[src/rtl/fix_mac.sv]
`default_nettype none
// ==========================================================================
// fix_mac : pipelined signed fixed-point multiply-accumulate with a single
//           round-and-saturate per ACC_LEN-beat window, valid/ready on both sides
// Rev 1.0
// ==========================================================================
module fix_mac #(
  parameter int WIDTH       = 16,
  parameter int POINT_WIDTH = 8,
  parameter int ACC_LEN     = 9
) (
  input  logic             clk,
  input  logic             rst,
  input  logic             in_valid,
  output logic             in_ready,
  input  logic [WIDTH-1:0] in_a,
  input  logic [WIDTH-1:0] in_b,
  input  logic [WIDTH-1:0] in_bias,
  output logic             out_valid,
  input  logic             out_ready,
  output logic [WIDTH-1:0] out_data,
  output logic             out_sat
);

  localparam int ACC_W = 2*WIDTH + $clog2(ACC_LEN) + 1;
  localparam int CNT_W = (ACC_LEN > 1) ? $clog2(ACC_LEN) : 1;
  localparam int EXT_W = ACC_W - 2*WIDTH;
  localparam logic [CNT_W-1:0]        c_LAST = CNT_W'(ACC_LEN - 1);
  localparam logic signed [ACC_W-1:0] c_HALF = ACC_W'(1) << (POINT_WIDTH - 1);

  logic [CNT_W-1:0]          r_cnt;
  logic                      r_s1_valid, r_s1_first, r_s1_last;
  logic signed [WIDTH-1:0]   r_s1_a, r_s1_b, r_s1_bias;
  logic                      r_s2_valid, r_s2_first, r_s2_last;
  logic signed [2*WIDTH-1:0] r_s2_prod;
  logic signed [WIDTH-1:0]   r_s2_bias;
  logic                      r_s3_valid, r_s3_last;
  logic signed [ACC_W-1:0]   r_acc;
  logic                      r_s4_valid;
  logic signed [ACC_W-1:0]   r_s4_rnd;
  logic                      r_out_valid;
  logic [WIDTH-1:0]          r_out_data;
  logic                      r_out_sat;

  logic                      w_en, w_accept;
  logic signed [ACC_W-1:0]   w_prod_ext, w_bias_ext, w_rnd;
  logic                      w_sat_hi, w_sat_lo;

  // A pending, unaccepted result freezes every stage so nothing is lost.
  assign w_en      = !(r_out_valid && !out_ready);
  assign in_ready  = !rst && w_en;
  assign w_accept  = in_valid && in_ready;

  assign w_prod_ext = {{EXT_W{r_s2_prod[2*WIDTH-1]}}, r_s2_prod};
  assign w_bias_ext = {{(ACC_W-WIDTH){r_s2_bias[WIDTH-1]}}, r_s2_bias} << POINT_WIDTH;
  assign w_rnd      = (r_acc + c_HALF) >>> POINT_WIDTH;

  // Result fits only when every bit from the sign down to bit WIDTH-1 agrees.
  assign w_sat_hi = !r_s4_rnd[ACC_W-1] && (|r_s4_rnd[ACC_W-2:WIDTH-1]);
  assign w_sat_lo =  r_s4_rnd[ACC_W-1] && !(&r_s4_rnd[ACC_W-2:WIDTH-1]);

  always_ff @(posedge clk) begin
    if (rst) begin
      r_cnt      <= '0;
      r_s1_valid <= 1'b0;
      r_s1_first <= 1'b0;
      r_s1_last  <= 1'b0;
      r_s1_a     <= '0;
      r_s1_b     <= '0;
      r_s1_bias  <= '0;
    end else if (w_en) begin
      r_s1_valid <= w_accept;
      if (w_accept) begin
        r_s1_a     <= in_a;
        r_s1_b     <= in_b;
        r_s1_bias  <= in_bias;
        r_s1_first <= (r_cnt == '0);
        r_s1_last  <= (r_cnt == c_LAST);
        r_cnt      <= (r_cnt == c_LAST) ? '0 : r_cnt + CNT_W'(1);
      end
    end
  end

  always_ff @(posedge clk) begin
    if (rst) begin
      r_s2_valid <= 1'b0;
      r_s2_first <= 1'b0;
      r_s2_last  <= 1'b0;
      r_s2_prod  <= '0;
      r_s2_bias  <= '0;
    end else if (w_en) begin
      r_s2_valid <= r_s1_valid;
      r_s2_first <= r_s1_first;
      r_s2_last  <= r_s1_last;
      r_s2_prod  <= (2*WIDTH)'(r_s1_a) * (2*WIDTH)'(r_s1_b);
      r_s2_bias  <= r_s1_bias;
    end
  end

  always_ff @(posedge clk) begin
    if (rst) begin
      r_s3_valid <= 1'b0;
      r_s3_last  <= 1'b0;
      r_acc      <= '0;
    end else if (w_en) begin
      r_s3_valid <= r_s2_valid;
      r_s3_last  <= r_s2_last;
      if (r_s2_valid) begin
        r_acc <= r_s2_first ? (w_bias_ext + w_prod_ext) : (r_acc + w_prod_ext);
      end
    end
  end

  always_ff @(posedge clk) begin
    if (rst) begin
      r_s4_valid <= 1'b0;
      r_s4_rnd   <= '0;
    end else if (w_en) begin
      r_s4_valid <= r_s3_valid && r_s3_last;
      if (r_s3_valid && r_s3_last) begin
        r_s4_rnd <= w_rnd;
      end
    end
  end

  always_ff @(posedge clk) begin
    if (rst) begin
      r_out_valid <= 1'b0;
      r_out_data  <= '0;
      r_out_sat   <= 1'b0;
    end else if (w_en) begin
      r_out_valid <= r_s4_valid;
      if (r_s4_valid) begin
        r_out_sat <= w_sat_hi || w_sat_lo;
        if (w_sat_hi) begin
          r_out_data <= {1'b0, {(WIDTH-1){1'b1}}};
        end else if (w_sat_lo) begin
          r_out_data <= {1'b1, {(WIDTH-1){1'b0}}};
        end else begin
          r_out_data <= r_s4_rnd[WIDTH-1:0];
        end
      end
    end
  end

  assign out_valid = r_out_valid;
  assign out_data  = r_out_data;
  assign out_sat   = r_out_sat;

endmodule
`default_nettype wire

[config.mk]
export PLATFORM = sky130hd
export DESIGN_NAME = fix_mac
export DESIGN_NICKNAME = d
export VERILOG_FILES = /design/src/rtl/fix_mac.sv
export SDC_FILE = /design/constraint.sdc
export NUM_CORES = 1
export LEC_CHECK = 0
export ABC_CLOCK_PERIOD_IN_PS = 5600
export CAP_MARGIN = 20
export CORE_MARGIN = 3
export CORE_UTILIZATION = 25
export DETAILED_ROUTE_END_ITERATION = 8
export DONT_BUFFER_PORTS = 1
export PLACE_DENSITY = 0.5
export SLEW_MARGIN = 0
export SYNTH_ARGS = -nofsm -noshare
export SYNTH_HDL_FRONTEND = slang
export SYNTH_SLANG_ARGS = --single-unit
[constraint.sdc]
create_clock -name clk -period 5.6 [get_ports clk]
set_input_delay 1.12 -clock clk [delete_from_list [all_inputs] [get_ports clk]]
set_output_delay 1.12 -clock clk [all_outputs]
set_load 0.005 [all_outputs]
# Word-level counts from Yosys, hierarchy flattened

Cells that the tools add are included.

Register bits: 193
Input port bits: 52
Output and inout port bits: 19

$add $sub $neg: 4
$mul: 1
Equality and inequality tests: 1
Multiplexer cells: 4
Bitwise gates (word level): 1
Reduce and logical (&&, ||, !) cells: 19

Operators with widths:

| kind                                           | count |
|---|---|
| adder 37 x 32 -> 37 bit                        | 1 |
| adder 37 x 9 -> 37 bit (second input constant) | 1 |
| 2-to-1 mux 37 bit                              | 1 |
| adder 24 x 32 -> 33 bit                        | 1 |
| multiplier 16 x 16 -> 32 bit                   | 1 |
| 2-to-1 mux 16 bit                              | 2 |
| AND reduction 21 bit                           | 1 |
| OR reduction 21 bit                            | 1 |
| AND reduction 2 bit                            | 4 |
| logical AND 1 bit                              | 6 |
| zero test 1 bit                                | 5 |
| adder 4 x 1 -> 4 bit (second input constant)   | 1 |
| == test 4 bit (second input constant)          | 1 |
| zero test 4 bit                                | 1 |
| 2-to-1 mux 4 bit                               | 1 |
| logical OR 1 bit                               | 1 |
| inverter 1 bit                                 | 1 |

# Depth between registers and ports, before layout

Gate-level depths: netlist (run 1).

Depth in word-level cells: 6
Depth in mapped cells: 24
Gate-level depth less buffers: 23

# Worst setup path before layout (run 1)

OpenSTA, ideal clock, no wires.

Path kind: flip-flop to flip-flop
Start: register r_s1_b[9]
End: register r_s2_prod[30]
Arrival: 5845 ps
Required time: 5538 ps
Path slack: -307 ps
Stages on the path, launching flop included: 23
Buffers on the path: 2
Clock period less this slack: 5907 ps
Cell sequence: dfxtp_1 clkbuf_1 clkbuf_1 nand2_1 fa_1 inv_1 fa_1 fa_1 fa_1 fa_1 inv_1 fa_1 inv_1 ha_1 a21oi_1 nand2b_1 o21ai_0 nand2_1 a21oi_2 o21ai_1 and4_1 or3_1 nand3_1

Longest elaborated chain between the ends: 1

RTL lines:

| element                      | RTL line | source |
|---|---|---|
| start, declared              | 33       | `logic signed [WIDTH-1:0] r_s1_a, r_s1_b, r_s1_bias;` |
| start signal, assigned       | 75       | `r_s1_b <= in_b;` |
| multiplier 16 x 16 -> 32 bit | 95       | `r_s2_prod <= (2*WIDTH)'(r_s1_a) * (2*WIDTH)'(r_s1_b);` |
| end signal, assigned         | 95       |  |
| end, declared                | 35       | `logic signed [2*WIDTH-1:0] r_s2_prod;` |

Every way passes these cells.
A chain may end at the register's enable or synchronous reset.

# Final worst setup path (run 1)

Start: register r_s1_a[6]
End: register r_s2_prod[30]

Longest elaborated chain between the ends: 1

RTL lines:

| element                      | RTL line | source |
|---|---|---|
| start, declared              | 33       |  |
| start signal, assigned       | 74       | `r_s1_a <= in_a;` |
| multiplier 16 x 16 -> 32 bit | 95       |  |

Every way passes these cells.

==> results by group, run 1 <==
Place
  – Buffers on Ports: 0
  – HPWL Detailed: 42900 um
  – GP Congestion: 0.830

Worst setup path
  – Flop2flop setup slack: -0.13 ns
  – Crit path capture type: register
  – WP data required: 6.04 ns
  – Worst setup path start: r_s1_a[6]$_SDFFE_PP0P_
  – Worst Setup Start Kind: register
  – RR Endpoint: r_s2_prod[30]$_SDFFE_PP0N_
  – Worst setup path category: reg -> reg
  – Crit path to: r_s2_prod[30]$_SDFFE_PP0N_
  – Worst R2R Path Depth: 20
  – CP arrival: 6.17 ns
  – Crit path max fanout: 5
  – Worst r2r src: r_s1_a[6]$_SDFFE_PP0P_

STA
  – Worst Clk Skew: 0.0137 ns
  – Final Setup Violations: 6
  – FMAX: 0.174 GHz
  – Slew @ Worst Pin: 0.920 ns
  – Final Max Tran Viols: 0
  – Unrepaired setup endpoints after global routing: true
  – Period Utilization, post-route: 102%
  – Final hold slack: 0.449 ns
  – Min Clock Period, post-route: 5.73 ns
  – Final worst setup slack: -0.132 ns
  – Fin. Hold Viols: 0
  – Slew HR: 38.6%

Logic synthesis
  – Total number of yosys warnings: 0
  – Synth top area cells: fa_1, dfxtp_1, ha_1, nand2_1, inv_1
  – Syn nets: 2905
  – Cells after Synth: 2444
  – Synth Area per Inst: 8.39 um^2
  – Main synth FF type: dfxtp_1
  – Seq/Total Area, Yosys: 18.8%
  – Post-synth top area cell: fa_1
  – Post-synth top cells: nand2_1, inv_1, fa_1
  – Count leader, synth: nand2_1
  – Ys async rst share: 0%
  – EDFF count, synth: 0
  – Number of distinct library cells after synthesis: 75
  – Synthesized flop and latch total: 193
  – Mapped cell area: 0.0205 mm^2
  – Yosys top cell area share: 25.8%

CTS
  – Cts bufs inserted: 17
  – Longest Clk Path Bufs: 2
  – CTS H-tree lvls: 4
  – Skew-Pair Late Insertion Delay: 0.50 ns
  – Root buffer cell: clkbuf_16
  – CTS Sinks: 193
  – Clk slew on worst S/H paths: 0.08 ns
  – CTS tree: yes
  – Post-CTS Hold Fix Bufs: 0

Run status
  – Failing checks: setup timing
  – Outcome: finished, violations left

Cells and area
  – Layout cells sized above 1: 14.4%
  – Antenna diode count: 0
  – Layout Nets: 2994
  – Area growth, synth to finish: 17.2%
  – Final core utilization: 29.7%

Min path
  – Hold Path Class: reg -> reg
  – Worst Hold Launch: r_s1_first$_SDFFE_PP0P_

Drt
  – Post-route antenna net violation count: 0
  – # DRC: 0
  – Via count: 16400
  – Iter 0 DRT Violations: 822
  – Routed length per placed instance: 15.2 um
  – Vias per cell: 4.54
  – TritonRoute pass-1 iters: 7
  – Total Wirelength: 54900 um

Pwr
  – Combinational share of power: 48.3%
  – Pleak: 10.8 nW
  – Pwr per Cell Area: 237 mW/mm^2
  – Sequential Power Share: 28.9%
  – NetSw: 2.29 mW
  – Clock power frac: 22.9%
  – Int Pwr: 3.42 mW
  – Switching Fraction: 40.1%
  – Peak supply drop: 274 uV

Floorplan
  – IO Pins: 71
  – Die width: 292 um
  – Initial Util: 25.3%
  – Placeable Area: 0.0809 mm^2
  – Die area: 0.0855 mm^2
  – Die Ht: 292 um
  – Site row count: 104

GRT
  – Total GRT Usage: 13.4%
  – Initial antenna violation count: 0
  – Pin count of the biggest net entering global routing: 198
  – Vias in the first global route: 17000
  – First-pass GRT wire length: 91800 um
  – Gr ovfl total: 0

Run
  – Max-cap viol count: 0
cell families after synthesis:
kind of cell               after synthesis  synth area share [%]
xor gates and xnor gates               100                  4.27
adders and majority gates              409                  34.6
AOI/OAI and AO/OA                      416                  13.5
muxes                                    5                 0.250
buffers and inverters                  436                  8.06
and+or+nand+nor                        885                  20.5
DFF                                    193                  18.8
metrics by stage:
stage,power [mW],std cells,setup WS [ns],TNS (ns),cell area [um^2]
after global placement,4.22,3536,-0.386,-3.92,22600
after detailed placement,4.22,3536,-0.440,-4.62,22600
after CTS,5.69,3596,-0.0807,-0.186,23700
final,5.71,3606,-0.132,-0.299,24000
after global routing,6.21,3606,-0.307,-2.66,24000
after floorplan,3.45,2444,-0.0297,-0.0297,20700
worst max-delay path: stages (launching register included):
cell and delay [ns]:
dfxtp_4 0.38, buf_6 0.12, and2_4 0.15, fa_1 0.54, inv_2 0.04, fa_1 0.51, fa_2 0.45, fa_1 0.56
inv_1 0.05, fa_1 0.49, inv_2 0.04, fa_1 0.51, inv_2 0.05, ha_4 0.15, a2111o_1 0.36, o2111a_2 0.32
a21oi_4 0.22, o21ai_4 0.10, and4_1 0.19, or3_1 0.34, nand3_1 0.08
registers in the layout, summed over array words and instances (netlist names), 4 cells and up:
register and cells:
out_data 16, r_acc 37, r_cnt 4, r_s1_a 16, r_s1_b 16, r_s1_bias 16
r_s2_bias 16, r_s2_prod 32, r_s4_rnd 29
area by class of cell:
cell class,instances,area (um^2)
fillers,8706,56900
well taps,1060,1330
inverters,322,1210
clock buffers,19,443
repair buffers,184,1510
flip-flops and latches,193,3950
multi-input cells,1815,15400
clock inverters,13,154
power by group through the flow:
stage	registers [mW]	clock network, mW	logic (mW)
after floorplan	1.60	0	1.85
after global placement	1.69	0	2.53
after detailed placement	1.69	0	2.53
after CTS	1.65	1.35	2.69
after global routing	1.67	1.40	3.15
final	1.65	1.31	2.75
routing by layer:
layer / wire, um / vias up / track usage (%)
met5: 0 / - / 0
met4: 772 / 0 / 3.14
met3: 1780 / 35 / 2.09
met2: 26400 / 190 / 23.0
met1: 26000 / 8011 / 17.7
li1: - / 8138 / -
repair_timing:
item,in CTS,in global routing
pin swaps,85,41
setup buffers,29,10
gates cloned,0,0
resized for setup,102,68
setup endpoints to repair,17,19
placed cells by master (no fill, tap or decap), types with 10 or more instances in the layout:
| cell | n |
|---|---|
| nand2_1 | 404 |
| inv_1 | 304 |
| fa_1 | 249 |
| dfxtp_1 | 164 |
| buf_4 | 162 |
| ha_1 | 131 |
| nor2_1 | 127 |
| a21oi_1 | 124 |
| and2_1 | 115 |
| xnor2_1 | 63 |
| nand3b_1 | 50 |
| a211oi_1 | 49 |
| o21ai_0 | 47 |
| a21o_1 | 37 |
| nand3_1 | 37 |
| xor2_1 | 35 |
| nor3_1 | 32 |
| o211ai_1 | 31 |
| dfxtp_4 | 20 |
| nand4_1 | 18 |
| inv_2 | 17 |
| clkbuf_16 | 17 |
| buf_6 | 16 |
| fa_2 | 15 |
| nand2b_1 | 14 |
| and3_1 | 13 |
| a21oi_2 | 13 |
| ha_4 | 13 |
| or3_1 | 12 |
| o21bai_1 | 11 |
| and2_4 | 10 |
| o21ai_1 | 10 |
worst min path at each step:
stage | cells past startpoint | endpoint
5_1_grt | 2 | r_s2_bias[13]$_SDFFE_PP0N_
6_report | 2 | r_s1_first$_SDFFE_PP0P_
2_1_floorplan | 2 | r_s4_rnd[12]$_SDFFE_PP0P_
3_5_place_dp | 2 | r_s2_last$_SDFFE_PP0N_
4_1_cts | 2 | r_s1_first$_SDFFE_PP0P_
3_3_place_gp | 2 | r_s1_first$_SDFFE_PP0P_
No activity file was read; power rests on OpenSTA's default activity.
==> run 2, diff against run 1 <==
--- a/config.mk
+++ b/config.mk
@@ -5,13 +5,13 @@
 export SDC_FILE = /design/constraint.sdc
 export NUM_CORES = 1
 export LEC_CHECK = 0
-export ABC_CLOCK_PERIOD_IN_PS = 5600
+export ABC_CLOCK_PERIOD_IN_PS = 6800
 export CAP_MARGIN = 20
 export CORE_MARGIN = 3
 export CORE_UTILIZATION = 25
 export DETAILED_ROUTE_END_ITERATION = 8
 export DONT_BUFFER_PORTS = 1
-export PLACE_DENSITY = 0.5
+export PLACE_DENSITY = 0.48
 export SLEW_MARGIN = 0
 export SYNTH_ARGS = -nofsm -noshare
 export SYNTH_HDL_FRONTEND = slang
==> constraint.sdc (replaced) <==
create_clock -name clk -period 6.8 [get_ports clk]
set_input_delay 1.36 -clock clk [delete_from_list [all_inputs] [get_ports clk]]
set_output_delay 1.36 -clock clk [all_outputs]
set_load 0.005 [all_outputs]
==> run 2 against run 1 <==
The flow now finishes without violations. Combinational power shrank 34%. Count of clock-buffer cells in the layout is 2 lower. Clock skew is 0.0018 ns higher. Final cell count down 4.0%. Global-route usage is 0.21 points lower. Clock power is 15% lower. Largest cell class unchanged.
==> results by group, run 2 (synthesis results as in run 1) <==
Pwr
  – Peak supply drop: 205 uV (-25%)
  – Pleak: 10.0 nW (-7.3%)
  – Pwr per Cell Area: 193 mW/mm^2 (-19%)

CTS
  – CTS Sinks: 193 (unchanged)
  – Root buffer cell: clkbuf_16
  – Post-CTS Hold Fix Bufs: 0 (unchanged)
  – CTS H-tree lvls: 4 (unchanged)
  – Clk slew on worst S/H paths: 0.09 ns (about the same)
  – Cts bufs inserted: 17 (unchanged)
  – PostCTS Resize Cnt: 0 (-100%)
  – Setup repair bufs after CTS: 0 (-100%)
  – Skew-Pair Late Insertion Delay: 0.50 ns (about the same)
  – Longest Clk Path Bufs: 2 (unchanged)
  – CTS tree: yes

Drt
  – # DRC: 0 (unchanged)
  – Post-route antenna net violation count: 0 (unchanged)
  – Routed length per placed instance: 15.5 um (+2.0%)
  – Vias per cell: 4.59 (+0.99%)
  – Iter 0 DRT Violations: 795 (-3.3%)
  – Via count: 15900 (-3.0%)
  – TritonRoute pass-1 iters: 5 (-2)
  – Total Wirelength: 53800 um (-2.1%)

Place
  – HPWL Detailed: 42000 um (-2.0%)
  – Buffers on Ports: 0 (unchanged)
  – GP Congestion: 0.795 (-4.3%)

GRT
  – Initial antenna violation count: 0 (unchanged)
  – First-pass GRT wire length: 90000 um (-1.9%)
  – Total GRT Usage: 13.2% (-0.21 points)
  – Pin count of the biggest net entering global routing: 198 (unchanged)
  – Gr ovfl total: 0 (unchanged)
  – Vias in the first global route: 16600 (-2.3%)

Cells and area
  – Max FFs per register: 37 (unchanged)
  – Most frequent cells in the layout: nand2_1, inv_1, fa_1
  – Area growth, synth to finish: 8.93%
  – Layout Nets: 2850 (-4.8%)
  – Biggest regs: r_acc x37, r_s2_prod x32, r_s4_rnd x29
  – Layout cells sized above 1: 4.25% (-10 points)
  – Most common cell after layout, fill and taps aside: nand2_1
  – Biggest register: r_acc
  – Antenna diode count: 0 (unchanged)

Worst setup path
  – WP data required: 7.22 ns (+1.18 ns)
  – CP bufs+invs: 4 (-1)
  – Crit path capture type: register
  – Max incr delay on CP: 0.78 ns (+0.22 ns)
  – CP most frequent cell: fa_1
  – CP arrival: 6.80 ns (+0.63 ns)
  – CP cell instances: buf_4 -> nand2_1 -> fa_1 -> inv_1 -> fa_1 -> fa_1 -> fa_1 -> fa_1 -> inv_1 -> fa_1 -> inv_1 -> ha_1 -> and2_1 -> nand4_1 -> o221ai_1 -> a21oi_1 -> o211ai_1 -> nand2_1 -> o21ai_0 -> xnor2_1 -> a211oi_1
  – Worst R2R Path Depth: 21 (+5.0%)
  – Worst setup path category: reg -> reg
  – Crit path max fanout: 14 (+9)
  – Worst Setup Start Kind: register
  – Cell depth of the worst setup path: 21 (+5.0%)
  – CP top delay family: adder cells
  – Critical Path Slowest Stage Cell: dfxtp_1

STA
  – Final TNS setup: 0 ns (+0.299 ns)
  – Period Utilization, post-route: 93.9% (-8.5 points)
  – Fin. Hold Viols: 0 (unchanged)
  – Worst Clk Skew: 0.0154 ns (+0.00178 ns)
  – Final Setup Violations: 0 (-6)
  – Min Clock Period, post-route: 6.38 ns (+0.650 ns)
  – Slew @ Worst Pin: 0.938 ns (+0.0179 ns)
  – FMAX: 0.157 GHz (-10%)
  – Unrepaired setup endpoints after global routing: false
  – Slew HR: 37.4% (-1.2 points)
  – Final Max Tran Viols: 0 (unchanged)
  – Final hold slack: 0.452 ns (+0.00315 ns)

Min path
  – Hold depth: 2 (unchanged)
  – Hold Path Class: reg -> reg

Floorplan
  – Die area: 0.0855 mm^2 (unchanged)
  – Initial Util: 25.3% (unchanged)
  – Placeable Area: 0.0809 mm^2 (unchanged)
  – Die width: 292 um (unchanged)
  – IO Pins: 71 (unchanged)
  – Die Ht: 292 um (unchanged)
  – Site row count: 104 (unchanged)

Run status
  – Outcome: complete, no violations

Run
  – Max-cap viol count: 0 (unchanged)
-- run 2: layout make-up --
| type | count | area, um^2 |
|---|---|---|
| Fill cell | 8837 | 58600 |
| Multi-Input combinational cell | 1815 | 15000 |
| Sequential cell | 193 | 3860 |
| Tap cell | 1060 | 1330 |
| Inverter | 322 | 1210 |
| Clock buffer | 17 | 425 |
| Timing Repair Buffer | 40 | 300 |
| Clock inverter | 15 | 200 |
-- run 2: worst min-delay path: stages, from the launching register on --
cell	delay [ns]
dfxtp_1	0.32
nand2_1	0.05
a21oi_1	0.05
-- run 2: worst paths after layout --
kind                           startpoint                          to  slack, ns
setup / recovery   r_s1_a[6]$_SDFFE_PP0P_  r_s2_prod[31]$_SDFFE_PP0N_       0.42
hold / removal    r_s1_valid$_SDFFE_PP0N_     r_s1_valid$_SDFFE_PP0N_       0.45
setup reg to reg   r_s1_a[6]$_SDFFE_PP0P_  r_s2_prod[31]$_SDFFE_PP0N_       0.42
hold reg to reg   r_s1_valid$_SDFFE_PP0N_     r_s1_valid$_SDFFE_PP0N_       0.45
-- run 2: per-layer routing --
| metal | GRT usage, % | routed length, um | part of all wire (%) |
|---|---|---|---|
| met5 | 0 | 0 | 0 |
| met2 | 22.3 | 25500 | 47 |
| met4 | 3.34 | 866 | 1.6 |
| met3 | 2.39 | 1960 | 3.6 |
| met1 | 17.4 | 25400 | 47 |
-- run 2: report_power, final --
part | internal (mW) | switching, mW
clock network | 0.509 | 0.605
registers | 1.23 | 0.156
logic | 0.776 | 1.03
-- run 2: stage by stage --
stage | utilization, % | worst slack, ns | cell area, um^2 | total power, mW | cells
6_report | 27.6 | 0.417 | 22300 | 4.30 | 3462
4_1_cts | 27.6 | 0.431 | 22300 | 4.39 | 3462
2_1_floorplan | - | 0.893 | 20500 | 2.81 | 2444
3_5_place_dp | 26.8 | 0.455 | 21700 | 3.24 | 3430
3_3_place_gp | 26.8 | 0.482 | 21700 | 3.25 | 3430
5_1_grt | 27.6 | 0.0417 | 22300 | 4.70 | 3462
==> run 3, diff against run 2 <==
--- a/config.mk
+++ b/config.mk
@@ -5,6 +5,7 @@
 export SDC_FILE = /design/constraint.sdc
 export NUM_CORES = 1
 export LEC_CHECK = 0
+export ABC_AREA = 1
 export ABC_CLOCK_PERIOD_IN_PS = 6800
 export CAP_MARGIN = 20
 export CORE_MARGIN = 3
==> run 3 against run 2 <==
Cell area is 14% higher. Clock power about the same. Flip-flop and latch count is the same. Register-to-register slack better by 0.32 ns. Worst hold slack got worse by 0.0022 ns. Largest power group unchanged. Sequential power increased by 5%. Via count up 30%. Highest routed layer is now met5. Routed wire length increased by 36%. Combinational power increased by 19%. Die area grew 14%.
==> results by group, run 3 <==
Cells and area
  – Biggest regs: r_acc x37, r_s2_prod x32, r_s4_rnd x29
  – Most frequent cells in the layout: nand2_1, inv_1, fa_1
  – Most common cell after layout, fill and taps aside: nand2_1
  – Layout Nets: 3882 (+36%)
  – Max FFs per register: 37 (unchanged)
  – Area growth, synth to finish: 8.62%
  – Biggest register: r_acc
  – Layout cells sized above 1: 4.25% (+0.0051 points)

Min path
  – Worst Hold Launch: r_s1_bias[11]$_SDFFE_PP0P_
  – Worst Hold Path EP: r_s1_bias[11]$_SDFFE_PP0P_
  – Hold depth: 2 (unchanged)
  – Hold Path Class: reg -> reg

CTS
  – Clk slew on worst S/H paths: 0.09 ns (about the same)
  – Root buffer cell: clkbuf_16
  – CTS tree: yes
  – CTS H-tree lvls: 4 (unchanged)
  – Skew-Pair Late Insertion Delay: 0.52 ns (+0.02 ns)
  – CTS Sinks: 193 (unchanged)
  – Cts bufs inserted: 17 (unchanged)
  – Post-CTS Hold Fix Bufs: 0 (unchanged)
  – Longest Clk Path Bufs: 2 (unchanged)
  – PostCTS Resize Cnt: 0 (unchanged)
  – Setup repair bufs after CTS: 0 (unchanged)

Pwr
  – Pleak: 13.9 nW (+38%)
  – Int Pwr: 2.52 mW (+0.23%)
  – Final total power: 4.75 mW (+10%)
  – NetSw: 2.23 mW (+24%)
  – Combinational share of power: 45.5% (+3.5 points)
  – Peak supply drop: 165 uV (-20%)
  – Switching Fraction: 47.0% (+5.3 points)
  – Sequential Power Share: 30.5% (-1.6 points)
  – Pwr per Cell Area: 187 mW/mm^2 (-2.9%)
  – Clock power frac: 24.0% (-1.9 points)

GRT
  – Total GRT Usage: 15.4% (+2.3 points)
  – Initial antenna violation count: 7 (+7)
  – Gr ovfl total: 0 (unchanged)
  – Pin count of the biggest net entering global routing: 74 (-63%)
  – Vias in the first global route: 20600 (+24%)
  – First-pass GRT wire length: 118000 um (+31%)

STA
  – Slew @ Worst Pin: 1.01 ns (+0.0711 ns)
  – Unrepaired setup endpoints after global routing: false
  – FMAX: 0.165 GHz (+5.2%)
  – Worst Clk Skew: 0.0184 ns (+0.00301 ns)
  – Min Clock Period, post-route: 6.07 ns (-0.317 ns)
  – Fin. Hold Viols: 0 (unchanged)
  – Period Utilization, post-route: 89.2% (-4.7 points)
  – Final TNS setup: 0 ns (unchanged)
  – Final Setup Violations: 0 (unchanged)
  – Slew HR: 32.6% (-4.8 points)
  – Final Max Tran Viols: 0 (unchanged)

Logic synthesis
  – Main synth FF type: dfxtp_1
  – Count leader, synth: nand2_1
  – Synthesized flop and latch total: 193 (unchanged)
  – Cells after Synth: 3486 (+43%)
  – Total number of yosys warnings: 0 (unchanged)
  – Ys async rst share: 0% (unchanged)
  – Number of distinct library cells after synthesis: 49 (-35%)
  – Mapped cell area: 0.0234 mm^2 (+14%)
  – Yosys top cell area share: 22.6% (-3.1 points)
  – Synth top area cells: fa_1, dfxtp_1, nand2_1, inv_1, ha_1
  – Synth Area per Inst: 6.70 um^2 (-20%)
  – Post-synth top area cell: fa_1
  – Syn nets: 3947 (+36%)
  – EDFF count, synth: 0 (unchanged)
  – Seq/Total Area, Yosys: 16.5% (-2.3 points)
  – Post-synth top cells: nand2_1, inv_1, fa_1

Worst setup path
  – CP bufs+invs: 4 (unchanged)
  – CP cell instances: buf_4 -> nand2_1 -> fa_1 -> fa_1 -> fa_1 -> fa_1 -> inv_1 -> fa_1 -> inv_1 -> fa_1 -> inv_1 -> ha_1 -> a21oi_1 -> a21boi_0 -> o21ai_0 -> a21oi_1 -> xor2_1 -> a21oi_1
  – CP top delay family: adder cells
  – Critical Path Slowest Stage Cell: dfxtp_1
  – Worst Setup Start Kind: register
  – Flop2flop setup slack: 0.73 ns (+0.32 ns)
  – Crit path capture type: register
  – CP arrival: 6.46 ns (-0.34 ns)
  – Worst R2R Path Depth: 18 (-14%)
  – WP data required: 7.20 ns (-0.02 ns)
  – RR Endpoint: r_s2_prod[16]$_SDFFE_PP0N_
  – Worst setup path category: reg -> reg
  – Worst r2r src: r_s1_a[8]$_SDFFE_PP0P_
  – Crit path max fanout: 10 (-4)
  – CP most frequent cell: fa_1
  – Max incr delay on CP: 0.62 ns (-0.16 ns)

Floorplan
  – Initial Util: 25.3% (about the same)
  – Placeable Area: 0.0922 mm^2 (+14%)
  – Die area: 0.0971 mm^2 (+14%)
  – Site row count: 111 (+6.7%)
  – IO Pins: 71 (unchanged)
  – Die Ht: 312 um (+6.6%)
  – Die width: 312 um (+6.6%)

Drt
  – TritonRoute pass-1 iters: 6 (+1)
  – Via count: 20600 (+30%)
  – Iter 0 DRT Violations: 1185 (+49%)
  – # DRC: 0 (unchanged)
  – Total Wirelength: 73400 um (+36%)
  – Post-route antenna net violation count: 0 (unchanged)
  – Routed length per placed instance: 15.7 um (+0.97%)
  – Vias per cell: 4.40 (-4.1%)

Run
  – Max-cap viol count: 0 (unchanged)

Place
  – GP Congestion: 0.923 (+16%)
  – HPWL Detailed: 60600 um (+44%)
  – Buffers on Ports: 0 (unchanged)

Run status
  – Outcome: complete, no violations
-- run 3: changes by cell type after synthesis, sizes merged, moves of 50 or more --
cell | previous run | this run
and2 | 127 | 1
inv | 321 | 812
nand2 | 411 | 1040
nand3 | 37 | 191
o21ai | 62 | 136
xnor2 | 65 | 15
-- run 3: kinds of logic (layout without fill, tap and decap cells) --
kind of cell	after synthesis	count (layout)	share of synthesized area, %
buffers and inverters	937	885	15.2
AND/OR/NAND/NOR	1530	1530	27.6
AO/OA/AOI/OAI	365	365	8.32
XOR/XNOR	52	52	1.95
adder cells (fa/ha/maj)	409	409	30.4
flip-flops	193	193	16.5
other	0	1	0
-- run 3: how the worst max path moves through the flow --
| stage | from | endpoint | slack (ns) | depth (start not counted) |
|---|---|---|---|---|
| after CTS | r_s1_a[8]$_SDFFE_PP0P_ | r_s2_prod[16]$_SDFFE_PP0N_ | 0.68 | 18 |
| after global routing | r_s1_b[5]$_SDFFE_PP0P_ | r_s2_prod[28]$_SDFFE_PP0N_ | 0.26 | 20 |
| final | r_s1_a[8]$_SDFFE_PP0P_ | r_s2_prod[16]$_SDFFE_PP0N_ | 0.73 | 18 |
| after detailed placement | r_s1_a[8]$_SDFFE_PP0P_ | r_s2_prod[16]$_SDFFE_PP0N_ | 0.75 | 18 |
| after floorplan | r_s1_a[15]$_SDFFE_PP0P_ | r_s2_prod[31]$_SDFFE_PP0N_ | 1.09 | 24 |
| after global placement | r_s1_a[8]$_SDFFE_PP0P_ | r_s2_prod[16]$_SDFFE_PP0N_ | 0.66 | 18 |
-- run 3: layout make-up --
type	instances	area [um^2]
Timing Repair Buffer	41	328
Inverter	812	3050
Tap cell	1243	1560
Fill cell	10500	66800
Clock inverter	15	199
Antenna cell	1	2.50
Sequential cell	193	3860
Clock buffer	17	425
Multi-Input combinational cell	2356	16000
-- run 3: power groups by stage --
stage	logic (mW)	clock network (mW)	registers, mW
2_1_floorplan	1.65	0	1.32
4_1_cts	2.19	1.18	1.45
3_3_place_gp	2.18	0	1.48
5_1_grt	2.51	1.21	1.46
6_report	2.16	1.14	1.45
3_5_place_dp	2.17	0	1.48
-- run 3: worst register-to-register path, cell delays in order, from the launching register on --
cell and delay, ns:
dfxtp_1 0.62, buf_4 0.27, nand2_1 0.10, fa_1 0.62, fa_1 0.45, fa_1 0.49
fa_1 0.52, inv_1 0.06, fa_1 0.53, inv_1 0.05, fa_1 0.55, inv_1 0.05
ha_1 0.34, a21oi_1 0.28, a21boi_0 0.29, o21ai_0 0.18, a21oi_1 0.23, xor2_1 0.23
a21oi_1 0.10
-- run 3: routing by layer --
| metal | global-route usage (%) | vias up | share of wire, % |
|---|---|---|---|
| met1 | 21.9 | 9762 | 50 |
| met5 | 0 | - | 0.095 |
| li1 | - | 10400 | - |
| met2 | 24.7 | 361 | 44 |
| met3 | 2.35 | 64 | 4.5 |
| met4 | 3.45 | 10 | 1.6 |
-- run 3: metrics by stage --
| stage | instance area, um^2 | util (%) | std cells | worst slack, ns | hold WS [ns] |
|---|---|---|---|---|---|
| floorplan | 23400 | - | 3486 | 1.09 | 0.425 |
| global placement | 24700 | 26.8 | 4644 | 0.661 | 0.437 |
| detailed placement | 24700 | 26.8 | 4644 | 0.748 | 0.443 |
| CTS | 25300 | 27.5 | 4676 | 0.679 | 0.455 |
| global route | 25400 | 27.5 | 4678 | 0.258 | 0.479 |
| finish | 25400 | 27.5 | 4678 | 0.734 | 0.450 |
